--- config.mk ---
export PLATFORM = sky130hd
export DESIGN_NAME = shift_seq
export DESIGN_NICKNAME = d
export VERILOG_FILES = /design/src/rtl/shift_seq.sv
export SDC_FILE = /design/constraint.sdc
export NUM_CORES = 1
export LEC_CHECK = 0
export CORE_ASPECT_RATIO = 0.8
export CORE_MARGIN = 8
export CORE_UTILIZATION = 40
export CTS_CLUSTER_SIZE = 20
export DETAILED_ROUTE_END_ITERATION = 16
export PLACE_DENSITY_LB_ADDON = 0.1
export SLEW_MARGIN = 20
export SYNTH_ARGS = -nofsm -noshare
export SYNTH_HDL_FRONTEND = slang
export SYNTH_SLANG_ARGS = --single-unit
--- constraint.sdc ---
create_clock -name clk -period 1.85 [get_ports clk]
set_clock_uncertainty 0.15 [all_clocks]
set_input_delay 0.2775 -clock clk [delete_from_list [all_inputs] [get_ports clk]]
set_output_delay 0.2775 -clock clk [all_outputs]
set_load 0.01 [all_outputs]
--- src/rtl/shift_seq.sv ---
// shift_seq: valid/ready sequencer that drives an external shift_reg through one parallel load and N shifts.
// A shadow copy of the register is reloaded whenever the block is not shifting, because shift_reg has no enable.
module shift_seq #(
   parameter int WIDTH = 8,
   parameter int CNT_W = 4
) (
   input  logic             clk,
   input  logic             reset,
   input  logic             in_valid,
   output logic             in_ready,
   input  logic [WIDTH-1:0] in_data,
   input  logic             in_dir,
   input  logic [CNT_W-1:0] in_count,
   input  logic             in_fill,
   output logic             sr_S,
   output logic [WIDTH-1:0] sr_A,
   output logic             sr_psload,
   output logic             sr_lrshift,
   output logic             busy,
   output logic             done,
   output logic [WIDTH-1:0] result,
   output logic [CNT_W-1:0] shift_cnt
);
   typedef enum logic [1:0] {IDLE, LOAD, SHIFT, DONE} state_t;
   state_t state, state_nx;
   logic [WIDTH-1:0] shadow;
   logic dir, fill, accept;
   assign accept = in_valid && in_ready;
   always_ff @(posedge clk) begin
      if (!reset) begin
         state     <= IDLE;
         shadow    <= '0;
         shift_cnt <= '0;
         dir       <= 1'b0;
         fill      <= 1'b0;
      end else begin
         state <= state_nx;
         if (accept) begin
            shadow    <= in_data;
            dir       <= in_dir;
            fill      <= in_fill;
            shift_cnt <= in_count > CNT_W'(WIDTH) ? CNT_W'(WIDTH) : in_count;
         end else if (state == SHIFT) begin
            shadow    <= dir ? {fill, shadow[WIDTH-1:1]} : {shadow[WIDTH-2:0], fill};
            shift_cnt <= shift_cnt - CNT_W'(1);
         end
      end
   end
   always_comb begin
      state_nx   = state == IDLE  ? (accept ? LOAD : IDLE) :
                   state == LOAD  ? (shift_cnt == '0 ? DONE : SHIFT) :
                   state == SHIFT ? (shift_cnt == CNT_W'(1) ? DONE : SHIFT) : IDLE;
      in_ready   = state == IDLE;
      busy       = state != IDLE;
      done       = state == DONE;
      // every non-SHIFT cycle reloads the shadow so shift_reg holds its value
      sr_psload  = state != SHIFT;
      sr_A       = shadow;
      sr_S       = fill;
      sr_lrshift = dir;
      result     = shadow;
   end
endmodule

; ---- Word-level counts from Yosys, hierarchy flattened
; Index checks and enable logic that the tools add are counted.
[totals]
regBits = 16
inputBits = 17
output_inout_bits = 26
[op_classes]
add_sub_neg = 1
n_lt_le_gt_ge = 1
n_eq_ne = 5
mux = 12
n_reduce_logical = 5
[ops]
columns = cell, count
row1 = 8-bit 2-to-1 mux, 3
row2 = 4-bit 2-to-1 mux, 3
row3 = 2-bit 2-to-1 mux, 3
row4 = "2-bit equality test, second input constant", 2
row5 = "4-bit by 1-bit equality test with 1-bit output, second input constant", 1
row6 = "4-bit > comparator, second input constant", 1
row7 = 4-bit zero test, 1
row8 = 2-bit nonzero test, 2
row9 = "4-bit by 1-bit subtractor with 4-bit output, second input constant", 1
row10 = 1-bit 2-to-1 mux, 3
row11 = "2-bit by 1-bit equality test with 1-bit output, second input constant", 1
row12 = 2-bit zero test, 1
row13 = "2-bit != test, second input constant", 1
row14 = 1-bit logical AND, 1

; ---- Logic depth before layout (Yosys ltp)
; Gate-level depths: netlist of the first run.
[depth]
depth_word = 5
depth_mapped = 7

; ---- Least setup slack after synthesis of the first run
; OpenSTA, ideal clock, no wires.
[synth_path]
path_type = reg-to-reg
startpoint = register state[0]
endpoint = register shadow[7], in the netlist result[7]
setup_ns = 0.118
t_arrival_ns = 1.341
required_ns = 1.582
setup_slack_ns = 0.241
path_stages_with_launch = 7
path_buffers = 1
path_cell_list = dfxtp_1 > inv_1 > ha_1 > and2_4 > buf_6 > or3_1 > o2111a_1
[synth_between]
elab_chain_cells = 3
[synth_rtl]
columns = item, line_no
row1 = from (decl), 25  ; state_t state, state_nx;
row2 = from (signal assigned), 37  ; state <= state_nx;
row3 = 2-bit zero test *, 53  ; in_ready = state == IDLE;
row4 = via in_ready, 10  ; output logic in_ready,
row5 = 1-bit logical AND *, 28  ; assign accept = in_valid && in_ready;
row6 = 8-bit 2-to-1 mux / 2-bit nonzero test (equally long branches), -
row7 = to (signal assigned), 39  ; shadow <= in_data;
row8 = to (signal assigned), 44  ; shadow <= dir ? {fill, shadow[WIDTH-1:1]} : {shadow[WIDTH-2:0], fill};
row9 = to (decl), 26  ; logic [WIDTH-1:0] shadow;
; The timed path passes the listed nets; every way through them passes the cells marked *.
; A chain may end at the register's enable or synchronous reset.

; ---- Final worst setup path of the first run
[layout_path]
startpoint = register state[1]
endpoint = output port done
[layout_between]
elab_chain_cells = 1
[layout_rtl]
columns = item, line_no
row1 = 2-bit equality test, 55  ; done = state == DONE;
row2 = to (decl), 20  ; output logic done,
; Every way passes these cells.

==> results by stage, run 1 <==
Outcome:
- The flow ran to the end, and the final reports show no timing, DRC or antenna violations.

Finish:
- Cells fill 58.1% of the core in the end.
- The top cell types in the final layout, fill and taps aside, are clkdlybuf4s50_1 (39), nand2_1 (16), dfxtp_1 (16), inv_1 (8).
- 0 antenna diodes ended up in the layout.
- The share of cells above drive strength 1 is 8.90%.
- The area overhead of the layout relative to synthesis is 38.8%.
- The final layout contains 172 nets.
- The library cell used most frequently in the layout, excluding fill and tap cells, is clkdlybuf4s50_1.

Hold path:
- The worst hold path terminates at sr_S$_SDFFE_PN0P_.
- The worst hold path begins at sr_S$_SDFFE_PN0P_.
- The instance count along the most critical hold path is 2.
- The path class of the tightest hold or removal check is reg2reg.

Worst setup path:
- The endpoint required time on the critical path is 1.42 ns.
- The cell count of the worst reg-to-reg path is 5.
- In this run the worst path has a maximum fanout of 3.
- The first element of the critical path is state[1]$_SDFF_PP0_.
- The largest single stage delay on the critical path is 0.54 ns.
- The startpoint type of the worst setup path is a register.
- The critical path goes through ha_1 -> clkdlybuf4s50_1.
- The kind of cell with the highest combined delay on the critical path is buffers and inverters.
- In this run the critical register-to-register path is captured at result[7]$_SDFFE_PN0P_.
- The worst register-to-register path begins at state[1]$_SDFF_PP0_.
- The combined buffer and inverter count along the critical path is 1.
- The cell with the largest stage delay on the worst path is clkdlybuf4s50_1.
- The critical path in this run is classified as reg2out.
- Data arrives at the worst endpoint at 1.37 ns.
- The sort of element at the end of the critical path is an output pin.
- The reg-to-reg setup timing slack is 0.19 ns.

Floorplan:
- The effective utilization at floorplan is 41.9%.
- The die is 72.5 µm wide.
- In this run the core area contains 16 standard-cell rows.
- The die height is 61.2 µm.
- The die area is 4440 µm².
- The count of pins on the block boundary is 43.
- The region available for standard cell placement spans 2440 µm².

Clock network:
- Clock latency on the worst-skew pair, taken at its later pin, is 0.29 ns.
- The post-CTS clock slew at the launch and capture registers of the worst setup and hold paths is 0.09 ns.
- TritonCTS built the clock tree.
- The clock passes through at most 2 buffers.
- The TritonCTS sink count is 16.
- The total CTS buffers is 3.
- The clock tree root buffer cell is clkbuf_4.
- In this run the post-CTS setup repair buffer count came out at 0.
- The count of hold buffers inserted by post-cts repair is 0.
- The number of H-tree branching levels is 1.

STA:
- The portion of the clock cycle consumed by the worst path in the final layout is 97.1%.
- The final-layout setup total negative slack is 0 ns.
- Derived from the worst setup path, the maximum achievable clock frequency is 557 MHz.
- The worst-margin pin slew is 0.539 ns.
- Setup repair after global routing left no endpoint under its margin.
- The number of slew-limit violations in the final report came to 0.
- Setup violations remaining at the end of the flow were counted as 0.
- The worst hold slack after final layout is 0.368 ns.
- In this run the tightest slew margin relative to its limit is 63.9%.
- The worst path meets setup with 0.0532 ns of slack.
- The number of hold-slack violations in the final timing report came to 0.
- The shortest period the worst path allows is 1.80 ns.

Yosys:
- The count of state elements after synthesis is 16.
- During synthesis, Yosys emitted a total of 0 warnings.
- The net count after synthesis is 138.
- The area of the mapped netlist is 1020 µm².
- Sequential cells were found to cover 31.3% of the synthesized design area.
- For this run, the leading register cell type out of synthesis is dfxtp_1.
- The number of library cell types mapped by synthesis is 29.
- In the synthesized netlist the async set-or-reset flop fraction comes to 0%.
- Averaged over all synthesized cells, the footprint is 8.97 µm².
- The number of synthesized flops with an enable pin is 0.
- Synthesis produced 114 cells.

Power and ir drop:
- IR analysis of the VDD net gives a maximum drop of 0.431 mV.
- For this design the static power due to leakage is 0.518 nW.
- The power density normalized to cell area is 589 nW/µm².

Global routing:
- The first global-routing pass estimated 3950 µm of wire.
- The via count of the first global-routing pass came to 859.
- The total global routing track utilization is 11.3%.
- The residual overflow from global routing is 0.
- The initial antenna violation count was 0.
- The largest net degree at the start of global routing is 22.

Drt:
- The count of antenna-violating nets left after detailed routing is 0.
- Before antenna repair, the detailed router went through 4 iterations.
- The total routed wirelength is 2590 µm.
- The number of remaining DRC errors is 0.
- The number of vias per cell is 4.82.
- In this run, the number of DRC markers left after iteration 0 of detailed routing was 32.
- The average routed wire per standard cell is 14.2 µm.
- The via count is 877.

Job:
- Across the run, the number of max-cap violations was 0.

Placed design:
- Once detailed placement completed, the half-perimeter wirelength came to 1930 µm.
- The weighted congestion reported at the end of routability-driven placement is 0.702.
- Port buffering added 42 buffers.
- The worst slack after detailed placement is 0.144 ns.
[power breakdown]
part	total, mW	switching [mW]	internal [mW]	leakage, nW
Sequential	0.398	0.0288	0.369	0.132
Clock	0.188	0.112	0.0757	0.0138
Combinational	0.250	0.105	0.145	0.372
Total	0.835	0.246	0.590	0.518
[routing by layer]
metal / GRT usage [%] / routed length [µm] / up-vias
met5: 0 / 0 / -
met4: 1.70 / 10 / 0
met3: 7.48 / 311 / 2
met2: 18.1 / 1090 / 34
met1: 12.6 / 1180 / 398
li1: - / - / 443
[through the flow]
| step | power (mW) | instances | instance area (µm²) |
|---|---|---|---|
| final | 0.835 | 182 | 1420 |
| after global routing | 0.881 | 182 | 1420 |
| after CTS | 0.844 | 182 | 1410 |
| after detailed placement | 0.659 | 179 | 1390 |
| after global placement | 0.655 | 179 | 1390 |
| after floorplan | 0.545 | 114 | 1020 |
[cell type report]
cell class	count	area (µm²)
clock buffers	3	22.5
fillers	242	1020
repair buffers	44	437
flip-flops and latches	16	320
multi-input cells	75	564
well taps	36	45.0
inverters	8	30.0
[state kept, by name (all words and copies together), names as in the netlist]
register    flops
state           2
result          8
shift_cnt       4
sr_lrshift      1
sr_S            1
[worst reg2reg max path, stage by stage (launching register included)]
cell and delay [ns]:
dfxtp_1 0.38, inv_1 0.09, ha_1 0.24, nand2_1 0.35, o2111ai_1 0.18, o2111a_1 0.18
[Yosys cell counts (all sizes together), types with 2 or more instances]
master	n	area (µm²)
dfxtp	16	320
nand2	16	60.1
buf	14	105
a21boi	9	90.1
inv	8	30.0
ha	7	87.6
mux2i	7	70.1
a211o	6	52.6
nor2	6	22.5
o21ai	3	15.0
a21oi	2	10.0
and3	2	12.5
nand3	2	10.0
nand3b	2	15.0
o2111a	2	22.5
xnor2	2	17.5
[worst max path at each step]
| stage | endpoint | cells past startpoint |
|---|---|---|
| after floorplan | result[7]$_SDFFE_PN0P_ | 6 |
| after global placement | busy | 4 |
| after detailed placement | state[0]$_SDFF_PN0_ | 6 |
| after CTS | done | 2 |
| after global routing | done | 2 |
| final | done | 2 |
[timing repair]
| item | in CTS | in global routing |
|---|---|---|
| gates resized for setup | 3 | 3 |
| cloned | 0 | 0 |
| endpoints found under the setup margin | 3 | 2 |
| endpoints found under the hold margin | 0 | 0 |
[kinds of logic (layout without fill, tap and decap cells)]
group | Yosys count | after routing | share of synthesized area [%]
buffers and inverters | 23 | 55 | 13.6
XOR/XNOR | 3 | 3 | 2.57
AND/OR/NAND/NOR | 32 | 32 | 15.3
AO/OA/AOI/OAI | 26 | 26 | 21.8
adder cells (fa/ha/maj) | 7 | 7 | 8.57
multiplexers | 7 | 7 | 6.85
flip-flops | 16 | 16 | 31.3
Power figures use the tool's default switching activity.
==> inputs of run 2 (changes only) <==
--- a/config.mk
+++ b/config.mk
@@ -8,8 +8,10 @@
 export CORE_ASPECT_RATIO = 0.8
 export CORE_MARGIN = 8
 export CORE_UTILIZATION = 40
+export CTS_BUF_LIST = sky130_fd_sc_hd__clkbuf_16
 export CTS_CLUSTER_SIZE = 20
 export DETAILED_ROUTE_END_ITERATION = 16
+export MAX_ROUTING_LAYER = met4
 export PLACE_DENSITY_LB_ADDON = 0.1
 export SLEW_MARGIN = 20
 export SYNTH_ARGS = -nofsm -noshare
==> run 2 against run 1 <==
Via count fell by 0.34%. Fmax is 2.7% higher. Utilization grew 2.1 points. Critical endpoint unchanged. Sequential cell count did not move. Worst setup slack gained 0.048 ns. Largest power group is now the clock network. Wire length is 2.5% higher. Largest cell class unchanged. Count of clock-buffer cells in the layout unchanged.
==> results by stage, run 2 (same netlist as run 1, synthesis figures left out) <==
Outcome:
- The run finished with clean final reports.

Drt:
- The sum of met3 wire segment lengths after detailed routing is 245 µm.
- The starting DRC count in detailed routing is 20.
- The total routed wirelength is 2660 µm.
- In the final routing, the length of wire on met1 measures 1260 µm.
- The average routed wire per standard cell is 14.6 µm.
- The met2 layer wire length in the routed design is 1140 µm.
- Once detail routing completed, the nets flagged for antenna violations numbered 0.
- After detailed routing, the number of remaining DRC violations is 0.
- Before antenna repair, the detailed router went through 4 iterations.
- For this block, the via count after detailed routing is 874.
- Routed signal wires occupy layers up through met4.
- The number of vias per cell is 4.80.

Clock network:
- The number of H-tree branching levels is 1.
- No sink is reached through more buffers than the 2 on the longest clock path.
- Clock tree synthesis selected as its root buffer the cell clkbuf_16.
- TritonCTS built the clock tree.
- The total CTS buffers is 3.
- Clock-pin slew was measured on the worst setup and hold paths at 0.05 ns.
- At the later pin of the worst-skew pair, clock insertion delay measures 0.24 ns.
- CTS saw 16 sinks.

Worst setup path:
- The endpoint required time on the critical path is 1.42 ns.
- The arrival time reported for the critical path endpoint is 1.32 ns.
- STA classifies the critical path endpoint as an output pin.
- The critical path is of the reg2out type.
- The maximum net fanout on the critical path is 3.
- Measured in cells, the most critical reg-to-reg path has a length of 6.
- STA classifies the critical path startpoint as a register.

Power and ir drop:
- Summed over all nets, the switching power comes to 0.270 mW.
- In this run the power density over the cells is 727 nW/µm².
- Of the total power, the share spent switching nets is 25.2%.
- The peak supply drop is 0.558 mV.
- Combinational logic burns 23.5% of the power.
- The part of the total power dissipated in sequential elements is 37.4%.
- The design draws 1.07 mW.
- Summed over all cells, the static leakage comes to 0.543 nW.
- The internal power is 0.799 mW.
- The clock share of power is 39.2%.

Global routing:
- The residual overflow from global routing is 0.
- The largest net degree at the start of global routing is 22.
- The initial antenna violation count is 0.
- The global-route wire length before repair is 3990 µm.
- The via count of the first global-routing pass is 862.
- The total global routing track utilization is 11.9%.

Placed design:
- At the end of routability-driven placement, the weighted congestion stood at 0.710.
- The number of port buffers is 42.
- At the placement stage, the worst setup path has a slack of 0.144 ns.
- The number of placed instances, taps included, is 179.
- The placed instance area is 1390 µm².
- The placed wire-length estimate is 1930 µm.

Finish:
- The library cell used most frequently in the layout, excluding fill and tap cells, is clkdlybuf4s50_1.
- After routing the design area is 1470 µm².
- The diode insertion count for antenna repair is 0.
- Leaving out fill and tap cells, the most frequent cells in the layout are clkdlybuf4s50_1 (39), nand2_1 (16), dfxtp_1 (16), inv_1 (8).
- Cells with a size suffix above 1 make up 8.90% of the layout.
- The flip-flop count of the largest register, all copies and words added is 8.
- The count of non-filler cells in the finished layout is 182.
- The utilization after layout is 60.2%.
- The final-layout fill cell count is 236.
- In the final layout, the multi-input gates occupy 564 µm².
- The sequential cells in the finished layout cover a total of 320 µm².
- The area growth from synthesis to layout is 43.8%.
- After the last flow step, the layout net total stands at 172.

Floorplan:
- The effective utilization at floorplan is 41.9%.
- The core box area is 2440 µm².
- The floorplan step set the die width to 72.5 µm.
- Measured along the y axis, the die boundary spans 61.2 µm.
- The die covers 4440 µm².
- During I/O placement, the number of pins put on the boundary was 43.
- The floorplan has 16 rows.

STA:
- Once routing completed, OpenROAD measured the worst setup slack at 0.101 ns.
- The number of slew-limit violations in the final report was 0.
- The final-layout setup total negative slack is 0 ns.
- For the pin with the worst max-slew slack, the measured transition is 0.529 ns.
- The setup violation total in the final timing report is 0.
- For the finished layout, the period the worst path requires is 1.75 ns.
- Of the available clock period, the critical path in the final layout requires 94.5%.
- Derived from the worst setup path, the maximum achievable clock frequency is 572 MHz.
- Across all hold checks on the routed design, the worst slack comes to 0.357 ns.
- Setup repair after global routing left no endpoint under its margin.
- The worst max-slew margin expressed relative to the limit is 64.6%.
- The number of hold-slack violations in the final timing report is 0.

Hold path:
- Counting instances, the worst hold path has a depth of 2.
- The tightest min-delay check is of the reg2reg type.

Job:
- Max-cap violations in this run came to 0.
## run 2: cell count changes in the layout (fill, tap and decap cells not counted), sizes merged
cell           previous run  this run
dlygate4sd2               2         3
clkdlybuf4s15             1         0
## run 2: worst max-delay path, cell delays in order, from the launching register on
cell and delay (ns):
dfxtp_1 0.37, ha_1 0.17, clkdlybuf4s50_1 0.54
## run 2: power by group through the flow
stage | logic (mW) | registers, mW | clock network, mW
floorplan | 0.135 | 0.410 | 0
global placement | 0.251 | 0.405 | 0
detailed placement | 0.253 | 0.406 | 0
CTS | 0.252 | 0.399 | 0.426
global route | 0.272 | 0.403 | 0.445
finish | 0.251 | 0.399 | 0.419
## run 2: routing by layer
metal | vias to the layer above | GRT usage, %
met1 | 397 | 13.7
met2 | 33 | 18.2
met5 | - | -
met3 | 2 | 6.34
li1 | 442 | -
met4 | 0 | 1.70
## run 2: layout make-up
cell class / count / area share (%)
clock buffers: 3 / 5.11
inverters: 8 / 2.04
multi-input cells: 75 / 38.4
flip-flops and latches: 16 / 21.8
well taps: 36 / 3.06
repair buffers: 44 / 29.6
## run 2: worst paths after layout
kind / start / end / slack (ns)
worst max-delay path: state[0]$_SDFF_PN0_ / done / 0.10
worst min-delay path: sr_S$_SDFFE_PN0P_ / sr_S$_SDFFE_PN0P_ / 0.36
worst max register to register: state[0]$_SDFF_PN0_ / state[0]$_SDFF_PN0_ / 0.16
worst min register to register: sr_S$_SDFFE_PN0P_ / sr_S$_SDFFE_PN0P_ / 0.36
## run 2: repair_timing
| action | 4_1_cts | 5_1_grt |
|---|---|---|
| resized for setup | 3 | 2 |
| hold buffers | 0 | 0 |
| setup endpoints to repair | 3 | 1 |
| pin swaps | 0 | 0 |
| buffers inserted | 0 | 0 |
